$ cat src/rtl/present_pkg.sv
`default_nettype none
// ============================================================================
//  Module      : present_pkg
//  Description : Shared types, widths and helper functions for PRESENT-80
//                decryption (FSM state, forward S-box, inverse bit layer).
//  Revision    : 1.0 - initial release
// ============================================================================
package present_pkg;

    localparam int PRESENT_ROUNDS = 31;
    localparam int KEY_W          = 80;
    localparam int BLOCK_W        = 64;
    localparam int RC_W           = 5;

    typedef enum logic [1:0] {
        IDLE   = 2'd0,
        KEYEXP = 2'd1,
        DEC    = 2'd2
    } state_t;

    function automatic logic [3:0] sbox_fwd(input logic [3:0] x);
        logic [3:0] y;
        case (x)
            4'h0: y = 4'hC;  4'h1: y = 4'h5;  4'h2: y = 4'h6;  4'h3: y = 4'hB;
            4'h4: y = 4'h9;  4'h5: y = 4'h0;  4'h6: y = 4'hA;  4'h7: y = 4'hD;
            4'h8: y = 4'h3;  4'h9: y = 4'hE;  4'hA: y = 4'hF;  4'hB: y = 4'h8;
            4'hC: y = 4'h4;  4'hD: y = 4'h7;  4'hE: y = 4'h1;  default: y = 4'h2;
        endcase
        return y;
    endfunction

    // Forward layer moves bit i to 16*i mod 63; this pulls it back.
    function automatic logic [BLOCK_W-1:0] inv_perm(input logic [BLOCK_W-1:0] x);
        logic [BLOCK_W-1:0] y;
        for (int i = 0; i < 63; i++) begin
            y[i] = x[(16 * i) % 63];
        end
        y[63] = x[63];
        return y;
    endfunction

endpackage
`default_nettype wire

$ cat src/rtl/present_inv_sbox4.sv
`default_nettype none
// ============================================================================
//  Module      : present_inv_sbox4
//  Description : 4-bit PRESENT inverse S-box cell.
//  Revision    : 1.0 - initial release
// ============================================================================
module present_inv_sbox4 (
    input  logic [3:0] i_nib,
    output logic [3:0] o_nib
);

    always_comb begin
        o_nib = 4'h0;
        case (i_nib)
            4'h0: o_nib = 4'h5;  4'h1: o_nib = 4'hE;  4'h2: o_nib = 4'hF;  4'h3: o_nib = 4'h8;
            4'h4: o_nib = 4'hC;  4'h5: o_nib = 4'h1;  4'h6: o_nib = 4'h2;  4'h7: o_nib = 4'hD;
            4'h8: o_nib = 4'hB;  4'h9: o_nib = 4'h4;  4'hA: o_nib = 4'h6;  4'hB: o_nib = 4'h3;
            4'hC: o_nib = 4'h0;  4'hD: o_nib = 4'h7;  4'hE: o_nib = 4'h9;  default: o_nib = 4'hA;
        endcase
    end

endmodule
`default_nettype wire

$ cat src/rtl/present_inv_sbox_layer.sv
`default_nettype none
// ============================================================================
//  Module      : present_inv_sbox_layer
//  Description : 64-bit inverse substitution layer, 16 parallel nibble cells.
//  Revision    : 1.0 - initial release
// ============================================================================
module present_inv_sbox_layer (
    input  logic [63:0] i_data,
    output logic [63:0] o_data
);

    for (genvar g = 0; g < 16; g++) begin : g_nib
        present_inv_sbox4 u_cell (
            .i_nib (i_data[4*g +: 4]),
            .o_nib (o_data[4*g +: 4])
        );
    end

endmodule
`default_nettype wire

$ cat src/rtl/present_dec_core.sv
`default_nettype none
// ============================================================================
//  Module      : present_dec_core
//  Description : Iterative PRESENT-80 decryption, one round per clock.
//                Optional K32 key cache: PRESENT_DEC_KEYCACHE_EN.
//  Revision    : 1.0 - initial release
// ============================================================================
module present_dec_core
    import present_pkg::*;
#(
    parameter int ROUNDS = PRESENT_ROUNDS
) (
    input  logic               clk,
    input  logic               rst_n,
    input  logic               start,
    input  logic [KEY_W-1:0]   key,
    input  logic [BLOCK_W-1:0] data_in,
`ifdef PRESENT_DEC_KEYCACHE_EN
    input  logic               key_reuse,
`endif
    output logic               busy,
    output logic               done,
    output logic [BLOCK_W-1:0] data_out
);

    localparam logic [RC_W-1:0] c_last_rc = RC_W'(ROUNDS);

    state_t             r_state, w_state_nxt;
    logic [RC_W-1:0]    r_rc, w_rc_nxt;
    logic [KEY_W-1:0]   r_key, w_key_nxt;
    logic [KEY_W-1:0]   w_key_rot, w_key_fwd, w_key_xor, w_key_isb, w_key_inv;
    logic [3:0]         w_key_nib_inv;
    logic [BLOCK_W-1:0] r_blk, w_blk_nxt, w_blk_perm, w_blk_isb, w_blk_dec;
    logic [BLOCK_W-1:0] r_dout, w_dout_nxt;
    logic               r_done, w_done_nxt;
    logic               w_reuse;
    logic [KEY_W-1:0]   w_cache_key;

    // Forward schedule step used during key expansion.
    assign w_key_rot = {r_key[18:0], r_key[79:19]};
    assign w_key_fwd = {sbox_fwd(w_key_rot[79:76]), w_key_rot[75:20],
                        w_key_rot[19:15] ^ r_rc, w_key_rot[14:0]};

    // Inverse schedule step: undo the counter XOR, the S-box, then the rotation.
    assign w_key_xor = {r_key[79:20], r_key[19:15] ^ r_rc, r_key[14:0]};
    present_inv_sbox4 u_key_isbox (
        .i_nib (w_key_xor[79:76]),
        .o_nib (w_key_nib_inv)
    );
    assign w_key_isb = {w_key_nib_inv, w_key_xor[75:0]};
    assign w_key_inv = {w_key_isb[60:0], w_key_isb[79:61]};

    assign w_blk_perm = inv_perm(r_blk);
    present_inv_sbox_layer u_blk_isbox (
        .i_data (w_blk_perm),
        .o_data (w_blk_isb)
    );
    assign w_blk_dec = w_blk_isb ^ w_key_inv[79:16];

`ifdef PRESENT_DEC_KEYCACHE_EN
    logic [KEY_W-1:0] r_cache;
    logic             r_cache_vld;

    always_ff @(posedge clk or negedge rst_n) begin
        if (!rst_n) begin
            r_cache     <= '0;
            r_cache_vld <= 1'b0;
        end else if (r_state == KEYEXP && r_rc == c_last_rc) begin
            r_cache     <= w_key_fwd;
            r_cache_vld <= 1'b1;
        end
    end

    assign w_reuse     = key_reuse & r_cache_vld;
    assign w_cache_key = r_cache;
`else
    assign w_reuse     = 1'b0;
    assign w_cache_key = '0;
`endif

    always_ff @(posedge clk or negedge rst_n) begin
        if (!rst_n) begin
            r_state <= IDLE;
            r_rc    <= '0;
            r_key   <= '0;
            r_blk   <= '0;
            r_dout  <= '0;
            r_done  <= 1'b0;
        end else begin
            r_state <= w_state_nxt;
            r_rc    <= w_rc_nxt;
            r_key   <= w_key_nxt;
            r_blk   <= w_blk_nxt;
            r_dout  <= w_dout_nxt;
            r_done  <= w_done_nxt;
        end
    end

    always_comb begin
        w_state_nxt = r_state;
        w_rc_nxt    = r_rc;
        w_key_nxt   = r_key;
        w_blk_nxt   = r_blk;
        w_dout_nxt  = r_dout;
        w_done_nxt  = 1'b0;
        case (r_state)
            IDLE: begin
                if (start) begin
                    if (w_reuse) begin
                        w_state_nxt = DEC;
                        w_key_nxt   = w_cache_key;
                        w_blk_nxt   = data_in ^ w_cache_key[79:16];
                        w_rc_nxt    = c_last_rc;
                    end else begin
                        w_state_nxt = KEYEXP;
                        w_key_nxt   = key;
                        w_blk_nxt   = data_in;
                        w_rc_nxt    = RC_W'(1);
                    end
                end
            end
            KEYEXP: begin
                w_key_nxt = w_key_fwd;
                w_rc_nxt  = r_rc + RC_W'(1);
                if (r_rc == c_last_rc) begin
                    // Final whitening with K32 happens on the way into DEC.
                    w_blk_nxt   = r_blk ^ w_key_fwd[79:16];
                    w_rc_nxt    = c_last_rc;
                    w_state_nxt = DEC;
                end
            end
            DEC: begin
                w_key_nxt = w_key_inv;
                w_blk_nxt = w_blk_dec;
                w_rc_nxt  = r_rc - RC_W'(1);
                if (r_rc == RC_W'(1)) begin
                    w_state_nxt = IDLE;
                    w_dout_nxt  = w_blk_dec;
                    w_done_nxt  = 1'b1;
                end
            end
            default: begin
                w_state_nxt = IDLE;
            end
        endcase
    end

    assign busy     = (r_state != IDLE);
    assign done     = r_done;
    assign data_out = r_dout;

endmodule
`default_nettype wire

$ cat config.mk
export PLATFORM = sky130hd
export DESIGN_NAME = present_dec_core
export DESIGN_NICKNAME = d
export VERILOG_FILES = /design/src/rtl/present_pkg.sv /design/src/rtl/present_inv_sbox4.sv /design/src/rtl/present_inv_sbox_layer.sv /design/src/rtl/present_dec_core.sv
export SDC_FILE = /design/constraint.sdc
export NUM_CORES = 1
export LEC_CHECK = 0
export ABC_AREA = 1
export ABC_CLOCK_PERIOD_IN_PS = 2200
export CAP_MARGIN = 20
export CORE_AREA = 2 2 239 241
export DETAILED_ROUTE_END_ITERATION = 16
export DIE_AREA = 0 0 241 243
export PLACE_DENSITY_LB_ADDON = 0.25
export SYNTH_ARGS = -nofsm -noshare
export SYNTH_HDL_FRONTEND = slang
export SYNTH_SLANG_ARGS = --single-unit
export TNS_END_PERCENT = 5
$ cat constraint.sdc
create_clock -name clk -period 2.2 [get_ports clk]
set_clock_uncertainty 0.2 [all_clocks]
set_input_delay 0.22 -clock clk [delete_from_list [all_inputs] [get_ports clk]]
set_output_delay 0.22 -clock clk [all_outputs]
set_load 0.02 [all_outputs]
==> summary.txt, run 1 <==
Setup path
  – Arrival time worst endpoint: 2.43 ns
  – CP max FO: 5
  – CP Capture Type: flip-flop
  – CP Class: reg -> reg
  – Reg2reg path depth: 10
  – Crit. Startpoint: r_blk[13]
  – R2R Setup Slk: 0.05 ns
  – Worst setup SP type: flip-flop
  – Worst EP required: 2.48 ns
  – Origin of the critical flop-to-flop path: r_blk[13]

Global routing
  – Largest net degree at the start of global routing: 89
  – Global route total overflow: 0
  – Antenna violations before repair: 1
  – Gr usage total: 0.250
  – First-pass GRT wire length: approximately 110 mm
  – Vias in the first global route: 16,600

Floorplanning
  – Row cnt: between 80 and 90
  – Die Area: 58,600 sq um
  – Effective utilization at floorplan: 0.298
  – I/O Pins: 213
  – Core Footprint: approximately 56,000 sq um
  – Die span in y: 243 um
  – Width of the chip: 241 um

Routing
  – Via density: 5.09
  – Via count: 17,600
  – TritonRoute pass-1 iters: 6
  – Initial DRC count: 1,581
  – DRC: 0
  – Detailed Route WL: 74.4 mm
  – Antenna-violating nets left: 0
  – Avg WL per Cell: 21.5 um

STA
  – Crit share post-route: 0.976
  – Slew Limit Fails: 0
  – Setup_tns: 0 ns
  – Period minus WS final: ~2.1 ns
  – Worst-Margin Slew: 0.562 ns
  – Hold Worst Slack: 0.0728 ns
  – Unrepaired setup endpoints after global routing: yes
  – Relative slew slack: 0.624
  – Final setup vio count: 0
  – Final Hold Viols: 0
  – Fmax: 466 MHz

Status
  – Status: completed

Run
  – MaxCap Viol Count: 0

Synth
  – Synth warn: 0
  – Commonest cells in the netlist: nand2_1, inv_1, dfrtp_1
  – Register bit count reported by yosys: 216
  – Syn_nets: ~2,700
  – Largest area contributor in the netlist: dfrtp_1
  – Syn Area/Cell: roughly 7 sq um
  – Post-Syn Area: 16,700 sq um
  – Ys flop type: dfrtp_1
  – Most frequent cell after synthesis: nand2_1
  – Number of flops mapped to enable cells by yosys: 0
  – Post-synthesis sequential area ratio: 0.324
  – Mapped Cells: 2,385
  – Synth unique cells: 37
  – Synth top area share: 0.324
  – Ys async rst share: 1.00
  – Largest cells by area after synthesis: dfrtp_1, nand2_1, ha_1

Hold path
  – Hold depth: 3
  – Hold Startpoint: key[78]
  – HP Class: in -> reg

Finish
  – Area Growth Syn to Fin: 30.5%
  – Final net count: 2,949
  – ANT cells: 0
  – Fin area: 21,800 sq um
  – Final core occ: 0.389
  – Share of layout cells above drive strength 1: 0.116

Clocking
  – CTS Root Cell: clkbuf_16
  – Clock Latency Late Sink: 0.57 ns
  – Worst-case clock buffer depth: 3
  – Post-CTS Setup Repair Bufs: 0
  – TritonCTS clock tree: done
  – Clock-pin transition on the worst setup and hold timing paths: ~0.060 ns
  – CTS buffer count: 27
  – CTS H-tree lvls: 1
  – CTS sink count: 216

Placed design
  – Final RePlAce weighted congestion: 0.963
  – # port buffers: 212
  – HPWL after detailed placement: a little under 60 mm
  – Dpl cell area: 20,800 sq um
[routing by layer]
metal,vias to the layer above,global-route usage,wire [um]
li1,8364,-,-
met3,100,0.0398,6150
met5,-,0,0
met2,751,0.381,32500
met4,0,0.0870,2850
met1,8379,0.356,32900
[registers in the layout, indices dropped and copies added, names as in the netlist]
| name | flops |
|---|---|
| done | 1 |
| r_key | 80 |
| data_out | 64 |
| r_rc | 5 |
| r_state | 2 |
| r_blk | 64 |
[logic make-up (layout without fill, tap and decap cells)]
logic type      after synthesis  after routing  synth area share
simple gates               1213           1213             0.290
buf+inv                     375            691             0.100
compound gates              420            420             0.174
xor+xnor                     41             41            0.0215
fa+ha+maj                   120            120            0.0900
flops                       216            216             0.324
[cell usage in the layout (no fill, tap or decap), types with 116 or more instances in the layout]
cell	Yosys	layout
buf_4	6	149
clkdlybuf4s50_1	0	210
dfrtp_1	216	216
ha_1	120	116
inv_1	239	236
nand2_1	821	820
nand3_1	208	208
nor2_1	176	176
o21ai_0	159	158
[through the flow]
stage / std cells / worst slack (ns)
3_3_place_gp: 3406 / 0.0170
2_1_floorplan: 2385 / 0.310
6_report: 3457 / 0.0534
3_5_place_dp: 3406 / -0.0212
4_1_cts: 3457 / 0.0470
5_1_grt: 3457 / -0.0318
[cell type report]
cell class / count / area, sq um
multi-input cells: 1794 / 9680
inverters: 250 / 941
well taps: 756 / 946
flip-flops and latches: 216 / 5410
clock inverters: 10 / 135
repair buffers: 393 / 3860
fillers: 5905 / 34200
clock buffers: 38 / 797
[worst max-delay path, cell delays in order, from the launching register on]
cell	delay [ns]
dfrtp_1	0.39
inv_1	0.20
ha_1	0.29
buf_4	0.14
nand2_1	0.04
o21ai_0	0.10
xor2_1	0.40
nand2_1	0.09
nand3_1	0.09
nand2_1	0.05
o21ai_0	0.07
[worst paths after layout]
path | endpoint
setup / recovery | r_blk[52]
hold / removal | r_key[78]
setup reg to reg | r_blk[52]
hold reg to reg | data_out[1]
max in group asynchronous | r_blk[23]
min in group asynchronous | r_key[56]
[what timing repair did]
| item | 4_1_cts | 5_1_grt |
|---|---|---|
| resized for setup | 2 | 9 |
| pin swaps | 0 | 2 |
| setup endpoints to repair | 3 | 9 |
| endpoints found under the hold margin | 216 | 0 |
| hold buffers | 3 | 0 |
Power of run 1 is not shown: default switching activity piles up to over one toggle a cycle in this logic, so the estimate is an artifact.
==> run 2: changes to the inputs <==
Settings changed: CELL_PAD_IN_SITES_DETAIL_PLACEMENT set to 1, CELL_PAD_IN_SITES_GLOBAL_PLACEMENT set to 2, GPL_ROUTABILITY_DRIVEN set to 0, GPL_TIMING_DRIVEN set to 0.
==> run 2 against run 1 <==
The flow now finishes with violations (negative hold slack, negative setup slack). Worst hold slack worse by 0.10 ns. Non-clock buffer count is 17 lower. Via count is 4.8% higher. Critical path type unchanged. Highest routed layer unchanged.
==> summary.txt, run 2 (synthesized netlist as in run 1, its figures left out) <==
Clocking
  – TritonCTS clock tree: done (unchanged)
  – CTS buffer count: 28 (was 27)
  – CTS sink count: 216 (unchanged)
  – Worst-case clock buffer depth: 3 (unchanged)
  – Clock-pin transition on the worst setup and hold timing paths: 0.06 ns (about the same)
  – CTS Root Cell: clkbuf_16 (unchanged)
  – Clock Latency Late Sink: 0.59 ns (was 0.57 ns)
  – CTS H-tree lvls: 1 (unchanged)

Setup path
  – Origin of the critical flop-to-flop path: r_blk[8] (was r_blk[13])
  – Reg2reg path depth: 11 (was 10)
  – CP max FO: 5 (unchanged)
  – Crit path max-delay family: flip-flops (was XOR/XNOR gates)
  – Worst stage delay on the critical path: 0.52 ns (was 0.40 ns)
  – Arrival time worst endpoint: 2.50 ns (was 2.43 ns)
  – CP Class: reg -> reg (unchanged)
  – R2R Setup Slk: -0.06 ns (was 0.05 ns)
  – Worst EP required: 2.45 ns (was 2.48 ns)
  – Worst-path cell chain: clkinvlp_4 -> buf_4 -> ha_1 -> inv_1 -> nand2_1 -> nand3_2 -> nand3_2 -> nand2_4 -> nor2_1 -> o21ai_1 -> nand2_1 (was inv_1 -> ha_1 -> buf_4 -> nand2_1 -> o21ai_0 -> xor2_1 -> nand2_1 -> nand3_1 -> nand2_1 -> o21ai_0)
  – CP Capture Type: flip-flop (unchanged)
  – Worst setup SP type: flip-flop (unchanged)
  – Worst r2r dst: r_blk[33] (was r_blk[52])
  – Slowest CP cell: dfrtp_2 (was xor2_1)
  – Worst path bufs/invs: 3 (was 2)

Routing
  – Via count: 18,400 (was 17,600)
  – TritonRoute pass-1 iters: 5 (was 6)
  – Antenna-violating nets left: 0 (unchanged)
  – Initial DRC count: 1,702 (was 1,581)
  – Via density: 5.35 (was 5.09)
  – Avg WL per Cell: 26.4 um (was 21.5 um)
  – Detailed Route WL: 91.0 mm (was 74.4 mm)
  – DRC: 0 (unchanged)

Floorplanning
  – Core Footprint: 56,000 sq um (unchanged)
  – Width of the chip: 241 um (unchanged)
  – I/O Pins: 213 (unchanged)
  – Die Area: 58,600 sq um (unchanged)
  – Die span in y: 243 um (unchanged)
  – Row cnt: 87 (unchanged)
  – Effective utilization at floorplan: 0.298 (unchanged)

Status
  – Violated checks: negative hold slack, negative setup slack
  – Status: finished with violations (was completed)

Finish
  – ANT cells: 0 (unchanged)
  – Most flops, register: r_key (unchanged)
  – Share of layout cells above drive strength 1: 0.159 (was 0.116)
  – Most frequent cells in the layout: nand2_1, inv_1, clkdlybuf4s50_1 (was nand2_1, inv_1, dfrtp_1)
  – Area Growth Syn to Fin: 33.3% (was 30.5%)
  – Largest register FFs: 80 (unchanged)
  – Final net count: 2,933 (was 2,949)
  – Commonest non-fill, non-tap cell in the layout: nand2_1 (unchanged)

STA
  – Final setup vio count: 3 (was 0)
  – Fmax: 443 MHz (was 466 MHz)
  – Period minus WS final: 2.26 ns (was 2.15 ns)
  – Crit share post-route: 1.03 (was 0.976)
  – Worst-Margin Slew: 0.801 ns (was 0.562 ns)
  – Unrepaired setup endpoints after global routing: yes (unchanged)
  – Hold Worst Slack: -0.0310 ns (was 0.0728 ns)
  – Setup_tns: -0.121 ns (was 0 ns)
  – Final setup margin: -0.0565 ns (was 0.0534 ns)
  – Slew Limit Fails: 0 (unchanged)
  – Final Hold Viols: 12 (was 0)
  – Relative slew slack: 0.462 (was 0.624)

Global routing
  – Global route total overflow: 0 (unchanged)
  – Largest net degree at the start of global routing: 98 (was 89)
  – Gr usage total: 0.305 (was 0.250)
  – Vias in the first global route: 18,100 (was 16,600)
  – First-pass GRT wire length: 128 mm (was 109 mm)
  – Antenna violations before repair: 1 (unchanged)

Placed design
  – HPWL after detailed placement: 72.3 mm (was 58.4 mm)
  – # port buffers: 212 (unchanged)

Hold path
  – HP Class: in -> async (was in -> reg)

Run
  – MaxCap Viol Count: 0 (unchanged)
-- run 2: cell types whose count changed in the layout (fill, tap and decap cells not counted), moves of 17 or more --
cell / delta
a221oi_1: -31
a221oi_2: +26
buf_12: -20
buf_4: -99
buf_6: +30
clkbuf_1: +17
clkbuf_2: +22
dfrtp_1: -23
dfrtp_2: +23
inv_1: -25
nand2_1: -17
o21ai_0: -33
o21ai_2: +21
-- run 2: final cells by class --
type | instances | area [sq um]
Fill cell | 6932 | 33700
Sequential cell | 216 | 5430
Multi-Input combinational cell | 1794 | 10300
Inverter | 250 | 975
Clock inverter | 16 | 287
Buffer | 125 | 1090
Timing Repair Buffer | 251 | 2470
Clock buffer | 36 | 782
Tap cell | 756 | 946
-- run 2: how the worst max path moves through the flow --
stage | end | from | cells after the start | slack (ns)
finish | r_blk[33] | r_blk[8] | 11 | -0.06
global route | r_key[71] | r_state[1] | 7 | -0.15
CTS | r_blk[30] | r_blk[7] | 10 | -0.16
detailed placement | r_blk[4] | r_state[0] | 8 | -0.81
global placement | data_out[25] | rst_n | 1 | -9.77
floorplan | r_key[59] | r_state[1] | 8 | 0.31
-- run 2: metrics by stage --
step / util / instances / area (sq um) / setup WS [ns] / hold slack (ns)
4_1_cts: 0.383 / 3415 / 21400 / -0.155 / 0.00166
6_report: 0.397 / 3444 / 22200 / -0.0565 / -0.0310
2_1_floorplan: - / 2385 / 16700 / 0.310 / -0.276
5_1_grt: 0.397 / 3444 / 22200 / -0.150 / 0.0269
3_5_place_dp: 0.354 / 3356 / 19800 / -0.806 / 0.0150
3_3_place_gp: 0.353 / 3353 / 19800 / -9.77 / 0.263
-- run 2: timing repair --
item | CTS | global route
pin swaps | 4 | 8
gates resized for setup | 168 | 195
setup buffers | 6 | 29
hold endpoints to repair | 119 | 0
hold buffers | 1 | 0
setup endpoints to repair | 184 | 206
-- run 2: routing by layer --
layer,wire [um],track usage
met1,39800,0.425
met2,38700,0.458
met3,7300,0.0564
met4,5130,0.133
met5,0,0
Power of run 2 is left out for the same reason.
==> run 3: changes to the inputs <==
Settings changed: CORE_AREA 2 2 239 241 to 2 2 237 239, DIE_AREA 0 0 241 243 to 0 0 239 241, SYNTH_HIERARCHICAL set to 1.
==> run 3 against run 2 <==
The flow finishes with violations (negative setup slack). Sequential cell count stayed put. Final cell count is 3.5% lower. Core utilization is 0.85 points higher. Synthesized area is 2.0% lower. Die area is 1.6% lower. Worst hold slack better by 0.038 ns. Setup slack better by 0.038 ns. Count of clock-buffer cells in the layout is 2 lower. Cell area is 0.18% higher. Largest cell class unchanged.
==> summary.txt, run 3 <==
Status
  – Status: finished with violations (unchanged)
  – Violated checks: negative setup slack (was negative hold slack, negative setup slack)

Hold path
  – HP Class: in -> async (unchanged)

Global routing
  – GRT busiest layer: met2 (unchanged)
  – First-pass GRT wire length: 124 mm (was 128 mm)
  – Largest net degree at the start of global routing: 90 (was 98)
  – Met1 global-route usage: 0.388 (was 0.425)
  – Antenna violations before repair: 2 (was 1)
  – Global route total overflow: 0 (unchanged)
  – Vias in the first global route: 17,900 (was 18,100)
  – Met3 GRT Util: 0.0638 (was 0.0564)
  – GRT met2 Usage: 0.473 (was 0.458)
  – Gr usage total: 0.297 (was 0.305)

STA
  – Setup_tns: -0.0229 ns (was -0.121 ns)
  – Final setup vio count: 3 (unchanged)
  – Slew Limit Fails: 0 (unchanged)
  – Unrepaired setup endpoints after global routing: yes (unchanged)
  – Final setup margin: -0.0181 ns (was -0.0565 ns)
  – Period minus WS final: 2.22 ns (was 2.26 ns)
  – Crit share post-route: 1.01 (was 1.03)
  – Worst-Margin Slew: 0.679 ns (was 0.801 ns)
  – Relative slew slack: 0.548 (was 0.462)
  – Final Hold Viols: 0 (was 12)
  – Fmax: 451 MHz (was 443 MHz)

Floorplanning
  – Die span in y: 241 um (was 243 um)
  – Die Area: 57,600 sq um (was 58,600 sq um)
  – Width of the chip: 239 um (was 241 um)
  – Core Footprint: 54,900 sq um (was 56,000 sq um)
  – I/O Pins: 213 (unchanged)
  – Effective utilization at floorplan: 0.298 (about the same)
  – Row cnt: 86 (was 87)

Synth
  – Mapped Cells: 2,272 (was 2,385)
  – Largest cells by area after synthesis: dfrtp_1, nand2_1, ha_1 (unchanged)
  – Largest area contributor in the netlist: dfrtp_1 (unchanged)
  – Ys async rst share: 1.00 (unchanged)
  – Most frequent cell after synthesis: nand2_1 (unchanged)
  – Synth unique cells: 38 (was 37)
  – Post-synthesis sequential area ratio: 0.331 (was 0.324)
  – Synth warn: 6 (was 0)
  – Syn Area/Cell: 7.19 sq um (was 6.99 sq um)
  – Register bit count reported by yosys: 216 (unchanged)
  – Synth top area share: 0.331 (was 0.324)
  – Ys flop type: dfrtp_1 (unchanged)
  – Commonest cells in the netlist: nand2_1, o21ai_0, inv_1 (was nand2_1, inv_1, dfrtp_1)
  – Post-Syn Area: 16,300 sq um (was 16,700 sq um)
  – Number of flops mapped to enable cells by yosys: 0 (unchanged)
  – Syn_nets: 2,534 (was 2,652)

Routing
  – Avg WL per Cell: 26.3 um (was 26.4 um)
  – Antenna-violating nets left: 0 (unchanged)
  – DRC: 0 (unchanged)
  – Initial DRC count: 1,601 (was 1,702)
  – Via density: 5.42 (was 5.35)
  – Detailed Route WL: 87.3 mm (was 91.0 mm)
  – TritonRoute pass-1 iters: 5 (unchanged)
  – Via count: 18,000 (was 18,400)

Clocking
  – CTS sink count: 216 (unchanged)
  – Clock Latency Late Sink: 0.61 ns (was 0.59 ns)
  – TritonCTS clock tree: done (unchanged)
  – Clock-pin transition on the worst setup and hold timing paths: 0.07 ns (was 0.06 ns)
  – Worst-case clock buffer depth: 3 (unchanged)
  – CTS H-tree lvls: 1 (unchanged)
  – CTS Root Cell: clkbuf_16 (unchanged)
  – CTS buffer count: 28 (unchanged)

Setup path
  – Top cell by count, worst path: clkbuf_4
  – Worst EP required: 2.47 ns (was 2.45 ns)
  – Worst r2r dst: r_key[42] (was r_blk[33])
  – Worst setup SP type: flip-flop (unchanged)
  – Worst path bufs/invs: 4 (was 3)
  – Crit path max-delay family: buffers and inverters (was flip-flops)
  – Arrival time worst endpoint: 2.49 ns (was 2.50 ns)
  – R2R Setup Slk: -0.02 ns (was -0.06 ns)
  – Origin of the critical flop-to-flop path: r_state[0] (was r_blk[8])
  – Worst stage delay on the critical path: 0.43 ns (was 0.52 ns)
  – CP Class: reg -> reg (unchanged)
  – CP Capture Type: flip-flop (unchanged)
  – CP max FO: 10 (was 5)
  – Reg2reg path depth: 7 (was 11)
  – Slowest CP cell: a221oi_2 (was dfrtp_2)
  – Worst-path cell chain: inv_2 -> ha_1 -> clkbuf_4 -> clkbuf_4 -> buf_4 -> a221oi_2 -> o22ai_1 (was clkinvlp_4 -> buf_4 -> ha_1 -> inv_1 -> nand2_1 -> nand3_2 -> nand3_2 -> nand2_4 -> nor2_1 -> o21ai_1 -> nand2_1)

Finish
  – Largest register FFs: 80 (unchanged)
  – Share of layout cells above drive strength 1: 0.199 (was 0.159)
  – Commonest non-fill, non-tap cell in the layout: nand2_1 (unchanged)
  – Final net count: 2,857 (was 2,933)
  – Final core occ: 0.406 (was 0.397)
  – Filler cells: 6,699 (was 6,932)
  – Most frequent cells in the layout: nand2_1, o21ai_0, clkdlybuf4s50_1 (was nand2_1, inv_1, clkdlybuf4s50_1)
  – Non-filler cells, final: 3,322 (was 3,444)
  – Most flops, register: r_key (unchanged)
  – Area Growth Syn to Fin: 36.3% (was 33.3%)

Placed design
  – Placed insts: 3,190 (was 3,356)
  – HPWL after detailed placement: 67.1 mm (was 72.3 mm)
  – # port buffers: 212 (unchanged)

Run
  – MaxCap Viol Count: 0 (unchanged)
## run 3: layer usage
layer / vias up / part of all wire
li1: 8045 / -
met1: 8921 / 0.42
met2: 829 / 0.44
met3: 207 / 0.087
met4: 0 / 0.052
met5: - / 0
## run 3: through the flow
step,instance area (sq um),setup WS [ns],hold WS [ns]
2_1_floorplan,16300,0.243,-0.276
3_3_place_gp,19300,-9.78,0.256
3_5_place_dp,19400,-0.828,-0.0357
4_1_cts,21300,-0.204,0.00564
5_1_grt,22300,-0.0792,0.0361
6_report,22300,-0.0181,0.00704
## run 3: worst min-delay path, delay by kind of cell
kind | cells | cell delay, ns
buf+inv | 3 | 0.96
## run 3: how the worst max path moves through the flow
stage,start,depth (start not counted),to,slack (ns)
after floorplan,r_key[76],14,r_blk[2],0.24
after global placement,rst_n,1,r_blk[32],-9.78
after detailed placement,r_blk[5],12,r_blk[23],-0.83
after CTS,r_state[0],11,data_out[61],-0.20
after global routing,r_blk[12],12,r_blk[51],-0.08
final,r_state[0],7,r_key[42],-0.02
## run 3: logic make-up (layout without fill, tap and decap cells)
| group | count (synthesis) | in the layout | synth area share |
|---|---|---|---|
| AOI/OAI and AO/OA | 501 | 501 | 0.194 |
| xor gates and xnor gates | 83 | 83 | 0.0445 |
| adders and majority gates | 115 | 115 | 0.0880 |
| buffers and inverters | 352 | 697 | 0.0972 |
| DFF | 216 | 216 | 0.331 |
| other | 0 | 1 | 0 |
| and+or+nand+nor | 1005 | 1005 | 0.246 |
## run 3: final cells by class
type                    count  area (sq um)  area share
multi-input cells        1704         10300       0.464
repair buffers            293          2820       0.126
well taps                 704           881      0.0395
flip-flops and latches    216          5450       0.245
clock buffers              34           773      0.0347
plain buffers             123           861      0.0386
diodes                      1          2.50    0.000112
clock inverters            18           258      0.0116
inverters                 229           896      0.0402
## run 3: timing repair
item,4_1_cts,5_1_grt
gates resized for setup,199,129
pin swaps,7,24
setup buffers,8,69
hold endpoints to repair,216,0
hold buffers,2,0
endpoints found under the setup margin,217,196
Power of run 3 is left out for the same reason.
